## config.mk

```make
export PLATFORM = sky130hd
export DESIGN_NAME = lb_master_arb
export DESIGN_NICKNAME = d
export VERILOG_FILES = /design/src/rtl/lb_master_arb.sv
export SDC_FILE = /design/constraint.sdc
export NUM_CORES = 1
export LEC_CHECK = 0
export CAP_MARGIN = 30
export CORE_UTILIZATION = 40
export DETAILED_ROUTE_END_ITERATION = 16
export HOLD_SLACK_MARGIN = 0.08
export MAX_ROUTING_LAYER = met4
export PLACE_DENSITY_LB_ADDON = 0.15
export SLEW_MARGIN = 20
export SYNTH_ARGS = -nofsm -noshare
export SYNTH_HDL_FRONTEND = slang
export SYNTH_SLANG_ARGS = --single-unit
```

## constraint.sdc

```tcl
create_clock -name clk -period 4.42 [get_ports clk]
set_clock_uncertainty 0.15 [all_clocks]
set_input_delay 1.326 -clock clk [delete_from_list [all_inputs] [get_ports clk]]
set_output_delay 1.326 -clock clk [all_outputs]
set_load 0.05 [all_outputs]
```

## src/rtl/lb_master_arb.sv

```systemverilog
// Local-bus master with a two-port round-robin arbiter in front of it.
// Each accepted request runs one full ALE / setup / strobe / release bus cycle.
module lb_master_arb #(
   parameter int unsigned ALE_CYCLES   = 2,
   parameter int unsigned SETUP_CYCLES = 2,
   parameter int unsigned TIMEOUT      = 255,
   parameter logic [3:0]  SPACE        = 4'h1
) (
   input  logic        clk,
   input  logic        reset,
   input  logic        i_req0_valid,
   input  logic        i_req0_wr,
   input  logic [27:0] i_req0_addr,
   input  logic [31:0] i_req0_wdata,
   input  logic        i_req1_valid,
   input  logic        i_req1_wr,
   input  logic [27:0] i_req1_addr,
   input  logic [31:0] i_req1_wdata,
   output logic        o_req0_ready,
   output logic        o_req1_ready,
   output logic        o_req0_done,
   output logic        o_req1_done,
   output logic        o_rsp_err,
   output logic [31:0] o_rsp_rdata,
   output logic        o_lb_ale,
   output logic        o_lb_cs_n,
   output logic        o_lb_rd_wr,
   output logic [31:0] o_lb_data_out,
   output logic        o_lb_data_oe,
   input  logic [31:0] i_lb_data_in,
   input  logic        i_lb_ack_n,
   output logic        o_busy
);

   typedef enum logic [2:0] {
      S_IDLE, S_ALE, S_AHOLD, S_SETUP, S_STROBE, S_RELEASE, S_DONE
   } state_t;

   localparam logic [7:0] ALE_LAST   = 8'(ALE_CYCLES - 1);
   localparam logic [7:0] SETUP_LAST = 8'(SETUP_CYCLES - 1);
   localparam logic [7:0] TO_LAST    = 8'(TIMEOUT - 1);

   state_t      r_state;
   logic [7:0]  r_cnt;
   logic        r_last;
   logic        r_port;
   logic        r_wr;
   logic        r_err;
   logic [27:0] r_addr;
   logic [31:0] r_wdata;
   logic        r_ale;
   logic        r_cs_n;
   logic        r_rd_wr;
   logic        r_oe;
   logic [31:0] r_dout;
   logic [31:0] r_rdata;

   logic        w_idle;
   logic        w_gnt0;
   logic        w_gnt1;
   logic [7:0]  w_cnt_inc;

   // With both requesting, the port that did not win last time gets the grant.
   assign w_idle    = (r_state == S_IDLE);
   assign w_gnt1    = i_req1_valid & (~i_req0_valid | ~r_last);
   assign w_gnt0    = i_req0_valid & ~w_gnt1;
   assign w_cnt_inc = (r_cnt == 8'hFF) ? r_cnt : r_cnt + 8'd1;

   assign o_req0_ready  = w_idle & w_gnt0;
   assign o_req1_ready  = w_idle & w_gnt1;
   assign o_req0_done   = (r_state == S_DONE) & ~r_port;
   assign o_req1_done   = (r_state == S_DONE) &  r_port;
   assign o_rsp_err     = (r_state == S_DONE) &  r_err;
   assign o_rsp_rdata   = r_rdata;
   assign o_busy        = ~w_idle;
   assign o_lb_ale      = r_ale;
   assign o_lb_cs_n     = r_cs_n;
   assign o_lb_rd_wr    = r_rd_wr;
   assign o_lb_data_out = r_dout;
   assign o_lb_data_oe  = r_oe;

   always_ff @(posedge clk or negedge reset) begin
      if (!reset) begin
         r_state <= S_IDLE;
         r_cnt   <= '0;
         r_last  <= 1'b1;
         r_port  <= 1'b0;
         r_wr    <= 1'b0;
         r_err   <= 1'b0;
         r_addr  <= '0;
         r_wdata <= '0;
         r_ale   <= 1'b0;
         r_cs_n  <= 1'b1;
         r_rd_wr <= 1'b1;
         r_oe    <= 1'b0;
         r_dout  <= '0;
         r_rdata <= '0;
      end else begin
         r_cnt <= w_cnt_inc;
         case (r_state)
            S_IDLE: begin
               if (w_gnt0 | w_gnt1) begin
                  r_port  <= w_gnt1;
                  r_last  <= w_gnt1;
                  r_wr    <= w_gnt1 ? i_req1_wr    : i_req0_wr;
                  r_addr  <= w_gnt1 ? i_req1_addr  : i_req0_addr;
                  r_wdata <= w_gnt1 ? i_req1_wdata : i_req0_wdata;
                  r_dout  <= {SPACE, (w_gnt1 ? i_req1_addr : i_req0_addr)};
                  r_ale   <= 1'b1;
                  r_oe    <= 1'b1;
                  r_cnt   <= '0;
                  r_state <= S_ALE;
               end
            end
            S_ALE: begin
               if (r_cnt == ALE_LAST) begin
                  r_ale   <= 1'b0;
                  r_rd_wr <= ~r_wr;
                  r_state <= S_AHOLD;
               end
            end
            S_AHOLD: begin
               r_cnt   <= '0;
               r_state <= S_SETUP;
            end
            S_SETUP: begin
               if (r_cnt == SETUP_LAST) begin
                  r_cs_n  <= 1'b0;
                  r_dout  <= r_wr ? r_wdata : '0;
                  r_oe    <= r_wr;
                  r_cnt   <= '0;
                  r_state <= S_STROBE;
               end
            end
            S_STROBE: begin
               // An ack on the final allowed cycle still counts as success.
               if (!i_lb_ack_n || r_cnt == TO_LAST) begin
                  if (!i_lb_ack_n) begin
                     if (!r_wr)
                        r_rdata <= i_lb_data_in;
                  end else begin
                     r_err <= 1'b1;
                  end
                  r_cs_n  <= 1'b1;
                  r_oe    <= 1'b0;
                  r_dout  <= '0;
                  r_cnt   <= '0;
                  r_state <= S_RELEASE;
               end
            end
            S_RELEASE: begin
               if (i_lb_ack_n || r_cnt == TO_LAST) begin
                  if (!i_lb_ack_n)
                     r_err <= 1'b1;
                  r_rd_wr <= 1'b1;
                  r_state <= S_DONE;
               end
            end
            S_DONE: begin
               r_err   <= 1'b0;
               r_state <= S_IDLE;
            end
            default: r_state <= S_IDLE;
         endcase
      end
   end

endmodule

```

; Word-level counts from Yosys, hierarchy flattened
; Index checks and enable logic that the tools add are counted.
[word_totals]
reg_bits = 115
inputBits = 159
output_inout_bits = 74
word_cells = 98
[op_classes]
add_sub_neg = 1
eq_ne = 16
n_mux = 35
bitwise = 16
n_reduce_logical = 17
[op_table]
columns = op, n
row1 = 32-bit two-way mux, 5
row2 = 32-bit one-hot mux with 3 select lines, 1
row3 = 8-bit two-way mux, 4
row4 = 8-bit one-hot mux with 4 select lines, 1
row5 = 28-bit two-way mux, 1
row6 = 3-bit one-hot mux with 6 select lines, 1
row7 = "8-bit equality test, second input constant", 2
row8 = 3-bit two-way mux, 5
row9 = 1-bit two-way mux, 12
row10 = "2-bit inequality test, second input constant", 6
row11 = 5-bit AND reduction, 2
row12 = "3-bit equality test, second input constant", 3
row13 = 3-bit AND reduction, 3
row14 = "8-bit by 1-bit adder with 8-bit output, second input constant", 1
row15 = "8-bit by 1-bit equality test with 1-bit output, second input constant", 1
row16 = 4-bit AND reduction, 2
row17 = 1-bit bitwise AND, 7
row18 = 1-bit inverter, 7
row19 = "3-bit by 2-bit equality test with 1-bit output, second input constant", 2
row20 = 1-bit one-hot mux with 2 select lines, 3
row21 = 1-bit one-hot mux with 3 select lines, 2
row22 = 2-bit nonzero test, 3
row23 = 3-bit nonzero test, 2
row24 = "3-bit by 1-bit equality test with 1-bit output, second input constant", 1
row25 = other kinds (6), 8

; Longest topological paths before layout
; Gate-level depths: netlist of the first run.
[depth]
word_depth = 8
depth_mapped = 7
depth_no_buf = 6

; Least setup slack after synthesis of the first run
; No wires, ideal clock.
[synth_timing]
path_kind = in2out
startpoint = input port i_req1_valid
endpoint = output port o_req0_ready
t_arrival_ns = 2.677
t_required_ns = 2.944
slack_ns = 0.267
stages = 5
n_path_buf = 3
path_cell_list = a21boi_0 > buf_2 > buf_4 > buf_2 > nor2_1
[synth_between]
elab_chain_len = 4
[synth_rtl]
columns = item, line_no
row1 = "start, declared", 15  ; input logic i_req1_valid,
row2 = 1-bit bitwise AND, 65  ; assign w_gnt1 = i_req1_valid & (~i_req0_valid | ~r_last);
row3 = 1-bit inverter, 66  ; assign w_gnt0 = i_req0_valid & ~w_gnt1;
row4 = 1-bit bitwise AND, 66
row5 = 1-bit bitwise AND, 69  ; assign o_req0_ready = w_idle & w_gnt0;
row6 = "end, declared", 19  ; output logic o_req0_ready,
; No other way between the ends.

; Final worst setup path of the first run
[layout_timing]
startpoint = input port i_req1_valid
endpoint = output port o_req1_ready
[layout_between]
elab_chain_len = 2
[layout_rtl]
columns = item, line_no
row1 = 1-bit bitwise AND, 65
row2 = 1-bit bitwise AND, 70  ; assign o_req1_ready = w_idle & w_gnt1;
row3 = "end, declared", 20  ; output logic o_req1_ready,
; No other way between the ends.

==> results of run 1 <==
[cells in the final DEF, fill, tap and decap left out, drive strengths merged, types with 4 or more instances in the layout]
master         count
a21oi             39
buf               12
clkbuf            21
clkdlybuf4s50    229
clkinv             7
dfrtp            112
inv               10
mux2              62
mux2i             65
nand2             16
nand3              6
nor2              38
nor3               7
o21ai              4
o2bb2ai           28
[where the power goes]
group | leakage [nW] | total [W] | switching (W) | internal [W]
registers | 1.39 | 0.00113 | 0.0000268 | 0.00110
logic | 2.11 | 0.000400 | 0.000179 | 0.000220
clock network | 0.282 | 0.00131 | 0.000464 | 0.000849
total | 3.79 | 0.00284 | 0.000670 | 0.00217
[layout make-up]
class,instances,area (µm²)
Tap cell,180,225
Multi-Input combinational cell,316,2580
Clock buffer,21,460
Sequential cell,115,2880
Clock inverter,11,110
Fill cell,1135,5160
Timing Repair Buffer,241,2420
Inverter,10,37.5
[worst paths after layout]
path,endpoint,cells past startpoint,from,slack [ps]
hold reg to reg,o_lb_cs_n,2,o_lb_cs_n,330
max in group asynchronous,o_lb_rd_wr,2,reset,2510
min in group asynchronous,o_lb_data_out[26],1,reset,810
setup reg to reg,o_lb_data_out[17],7,r_cnt[1],1770
hold / removal,o_lb_cs_n,2,o_lb_cs_n,330
setup / recovery,o_req1_ready,4,i_req1_valid,430
[worst reg2reg max path, cell delays in order, from the launching register on]
cell and delay (ps):
dfrtp_1 420, inv_1 70, ha_1 150, nor4b_4 370, nand4_1 250, a32oi_4 470, buf_12 280, mux2_2 360
[cells in the mapped netlist, types with 2 or more instances]
cell / instances / area share (%)
a21oi_1: 39 / 3.4
a221oi_1: 3 / 0.46
a22oi_1: 2 / 0.26
a41oi_1: 2 / 0.31
and3_1: 2 / 0.22
buf_2: 14 / 1.2
buf_4: 3 / 0.40
buf_6: 3 / 0.59
clkbuf_1: 11 / 0.73
clkbuf_8: 2 / 0.48
dfrtp_1: 112 / 49
dfstp_2: 3 / 1.4
ha_1: 3 / 0.66
inv_1: 10 / 0.66
mux2_2: 54 / 11
mux2_4: 7 / 1.8
mux2i_1: 65 / 11
nand2_1: 16 / 1.1
nand2b_1: 3 / 0.33
nand3_1: 6 / 0.53
nand4_1: 3 / 0.33
nor2_1: 38 / 2.5
nor2b_1: 2 / 0.22
nor3_1: 6 / 0.53
nor4_1: 3 / 0.33
o21a_1: 2 / 0.26
o21ai_0: 4 / 0.35
o221ai_1: 2 / 0.31
o22a_1: 2 / 0.31
o2bb2ai_1: 28 / 4.3
xnor2_1: 2 / 0.31
[flip-flops by register name, summed over array words and instances (netlist names), 3 cells and up]
signal / count
o_lb_data_out: 32
o_rsp_rdata: 32
r_wdata: 32
r_cnt: 8
r_state: 3
[stage by stage]
step                cells  cell area [µm²]  total power [W]  hold slack (ps)  util [%]
floorplan             476             5690          0.00132              311         -
global placement      862             8150          0.00154              319      58.7
detailed placement    862             8150          0.00155              328      58.7
CTS                   894             8720          0.00288              338      62.8
global route          894             8720          0.00295              354      62.8
finish                894             8720          0.00284              334      62.8
[per-layer routing]
metal / vias to the layer above / GRT usage, % / wire, µm
met2: 186 / 35.6 / 7340
met4: 0 / 9.41 / 276
li1: 2197 / - / -
met3: 18 / 6.67 / 1210
met5: - / - / 0
met1: 2189 / 25.8 / 6440
[kinds of logic after synthesis]
group / Yosys count
mux: 127
flops: 115
compound gates: 95
simple gates: 88
buf+inv: 45
xor+xnor: 3
fa+ha+maj: 3
==> impl_results.md, run 1 <==
- Status: finished, final reports clean
- Final hold violations: 0
- Warnings from Yosys: 0
- PostCTS Resize Cnt: 0
- Area delta synth->final: 53.3%
- RSZ-0062 raised after global routing: no
- Synth Area in Simple Gates: 7.61%
- Worst-Margin Slew: 913 ps
- Initial DRC count: 192
- Synth Area in Compound Gates: 12.0%
- Nets: 863
- Die Area: 0.0147 mm²
- Setup TNS: 0 ps
- Slew Limit Fails: 0
- Total CTS buffers: 17
- Routability cong.: 0.842
- GR Util All Layers: 22.2%
- Main combinational cell family by area after synthesis: multiplexers
- Number of placement rows: 43
- Clock insertion delay at the later pin of the skew report: 410 ps
- Final setup fails: 0
- Top_reg_cell synth: dfrtp_1
- Power per cell area: 326 mW/mm²
- DRC: 0
- Setup Buffers After CTS: 0
- Peak supply drop: 0.265 mV
- Root Buffer: clkbuf_16
- Max Cap Violations: 0
- Core area: 0.0139 mm²
- Layout cell share with drive strength beyond 1: 16.1%
- Router iterations before antenna repair: 6
- Worst Hold Class: reg2reg
- Post-DP HPWL: 10.9 mm
- CP delay by family, top: buffers and inverters
- Seq cells post-synth: 115
- Max clock buf depth: 2
- First-pass GRT wire length: 24.0 mm
- Crit-path max cell delay: 570 ps
- EDFF count, synth: 0
- WP data arrival: 2510 ps
- Clk pin slew, worst setup/hold paths: 50 ps
- Register area share after synthesis: 50.7%
- Post-Synth XOR/XNOR Area: 0.462%
- Worst Setup End Kind: output pin
- CTS tree: done
- Fmax: 251 MHz
- Initial core utilization: 41.0%
- Die height: 121 µm
- Port Buffers: 232
- Required time worst endpoint: 2940 ps
- Post-Route WL: 15.3 mm
- Critical path type: in2out
- Grt ovf: 0
- Synthesized cell area: 0.00569 mm²
- Setup ws final: 433 ps
- Vias: 4590
- Mapped Nets: 638
- Pleak: 3.79 nW
- Detail Route Antenna Nets: 0
- Post-synthesis adder-cell area fraction: 0.660%
- H-tree levels: 4
- Critical-path cell list: clkdlybuf4s50_1 > a21boi_4 > and2_1 > buf_12
- Die Wd: 121 µm
- # IOs: 233
- Async SR Flop Fraction: 100%
- Initial antenna violation count: 0
- CP Max Fanout: 6
- Worst Setup Start Kind: input port
- Largest net degree at the start of global routing: 68
- Critical-path cell with the highest stage delay: clkdlybuf4s50_1
- Critical path buffer and inverter count: 2
- ANT cells: 0
- Hold buffer count at cts: 0
- Final Cycle Share: 90.2%
- Post-DR wirelength/cell: 17.1 µm
- Drt via density: 5.13
- Mux cell area share after synthesis: 24.2%
- Vias in the first global route: 4798
- Sink Count: 115
- Syn avg cell area: 11.9 µm²
- Dpl ws: 442 ps
- Synth Instances: 476
- Synth cell types: 55
- Min cycle time layout: 3990 ps
- Slew Limit Headroom: 39.1%
(Power assumes the default switching activity.)
==> inputs of run 2 (changes only) <==
--- a/config.mk
+++ b/config.mk
@@ -6,7 +6,7 @@
 export NUM_CORES = 1
 export LEC_CHECK = 0
 export CAP_MARGIN = 30
-export CORE_UTILIZATION = 40
+export CORE_UTILIZATION = 39
 export DETAILED_ROUTE_END_ITERATION = 16
 export HOLD_SLACK_MARGIN = 0.08
 export MAX_ROUTING_LAYER = met4
==> constraint.sdc (replaced) <==
create_clock -name clk -period 3.5 [get_ports clk]
set_clock_uncertainty 0.15 [all_clocks]
set_input_delay 1.05 -clock clk [delete_from_list [all_inputs] [get_ports clk]]
set_output_delay 1.05 -clock clk [all_outputs]
set_load 0.05 [all_outputs]
==> impl_results.md, run 2 (same netlist as run 1, synthesis figures left out) <==
- Hold buffer count at cts: 0
- Commonest non-fill, non-tap cell in the layout: clkdlybuf4s50_1
- Post-Route WL: 15.3 mm
- Setup slack, reg-to-reg: 1100 ps
- Crit-path max cell delay: 490 ps
- Critical path type: in2out
- RSZ-0062 raised after global routing: no
- DRC: 0
- Required time worst endpoint: 2300 ps
- Detail Route Antenna Nets: 0
- Reg2reg start: r_cnt[1]
- Die Area: 0.0151 mm²
- Router iterations before antenna repair: 4
- Fmax: 297 MHz
- Worst Setup End Kind: output pin
- Total CTS buffers: 17
- Setup TNS: 0 ps
- WP data arrival: 2170 ps
- Hold Path Depth: 1
- Max Cap Violations: 0
- Die Wd: 123 µm
- Post-DP HPWL: 10.8 mm
- Min cycle time layout: 3370 ps
- Sink Count: 115
- CP Max Fanout: 4
- Routability cong.: 0.784
- Initial core utilization: 40.5%
- Post-DR wirelength/cell: 17.0 µm
- Core area: 0.0140 mm²
- Final hold violations: 0
- Setup Buffers After CTS: 0
- ANT cells: 0
- Initial DRC count: 114
- Final Cycle Share: 96.2%
- Port Buffers: 232
- CTS tree: done
- Clock insertion delay at the later pin of the skew report: 410 ps
- Grt ovf: 0
- Fin area: 0.00875 mm²
- Peak supply drop: 0.246 mV
- Slew Limit Headroom: 53.7%
- First-pass GRT wire length: 24.1 mm
- Max clock buf depth: 2
- Critical-path cell with the highest stage delay: clkdlybuf4s50_1
- Worst Hold End: o_lb_data_out[21]
- Final setup fails: 0
- Status: finished, final reports clean
- Die height: 123 µm
- Vias in the first global route: 4808
- Root Buffer: clkbuf_16
- Vias: 4596
- Initial antenna violation count: 0
- Placed cell area: 0.00819 mm²
- CP delay by family, top: buffers and inverters
- # IOs: 233
- Critical path buffer and inverter count: 2
- Worst reg2reg path endpoint: o_lb_data_out[4]
- Worst Hold Class: reg2reg
- Most frequent cells in the layout: clkdlybuf4s50_1, dfrtp_1, mux2i_1
- Worst Setup Start Kind: input port
- Slew Limit Fails: 0
- Drt via density: 5.12
- Setup ws final: 133 ps
- Worst r2r path cells: 7
- Pwr Total: 0.00359 W
- Largest net degree at the start of global routing: 116
- Clk pin slew, worst setup/hold paths: 50 ps
- Power per cell area: 410 mW/mm²
- Layout Utilization: 62.3%
- Number of placement rows: 43
- Worst-Margin Slew: 695 ps
- GR Util All Layers: 21.9%
- Dpl ws: 149 ps
- PostCTS Resize Cnt: 0
- Critical-path cell list: clkdlybuf4s50_1 > a21boi_4 > and2_1 > buf_12
- H-tree levels: 4
- Nets: 867
- Layout cell share with drive strength beyond 1: 16.0%
- Area delta synth->final: 54.0%
- Hold_sp: o_lb_data_out[21]
- Pleak: 3.81 nW
## run 2: cell types whose count changed in the layout (fill, tap and decap cells not counted)
cell        change
nor2_1          -1
clkinv_2        -4
clkinvlp_4      -2
buf_12          +1
clkbuf_8        +1
nor2_2          +1
buf_4           +3
clkbuf_1        +4
## run 2: cell type report
cell class / instances / area (µm²)
fillers: 1119 / 5290
flip-flops and latches: 115 / 2880
multi-input cells: 316 / 2580
repair buffers: 245 / 2460
clock buffers: 26 / 489
well taps: 180 / 225
clock inverters: 5 / 75.1
inverters: 10 / 37.5
## run 2: through the flow
step                hold WS, ps  std cells
CTS                         343        897
floorplan                   311        476
detailed placement          332        866
global placement            326        866
global route                367        897
finish                      336        897
## run 2: worst max-delay path by stage
stage | depth (start not counted) | start | endpoint | slack (ps)
floorplan | 5 | i_req1_valid | o_req0_ready | 120
global placement | 4 | i_req0_valid | o_req1_ready | 190
detailed placement | 4 | i_req0_valid | o_req1_ready | 150
CTS | 4 | i_req0_valid | o_req1_ready | 140
global route | 4 | i_req0_valid | o_req1_ready | 80
finish | 4 | i_req0_valid | o_req1_ready | 130
## run 2: routing by layer
| layer | share of wire (%) | vias up | global-route usage (%) | routed length (µm) |
|---|---|---|---|---|
| met5 | 0 | - | - | 0 |
| met4 | 2.1 | 0 | 8.38 | 320 |
| met3 | 8.3 | 25 | 7.43 | 1270 |
| met2 | 48 | 170 | 34.9 | 7360 |
| met1 | 41 | 2199 | 25.5 | 6310 |
| li1 | - | 2202 | - | - |
## run 2: worst register-to-register path: cells and delay by family, from the launching register on
family	cells	cell delay [ps]
AND/OR/NAND/NOR	2	590
flip-flops	1	430
multiplexers	1	380
buffers and inverters	2	350
AO/OA/AOI/OAI	1	240
adder cells (fa/ha/maj)	1	140
## run 2: where the power goes
| group | total, W | switching [W] | internal, W |
|---|---|---|---|
| clock network | 0.00166 | 0.000564 | 0.00110 |
| registers | 0.00143 | 0.0000321 | 0.00139 |
| logic | 0.000508 | 0.000228 | 0.000280 |
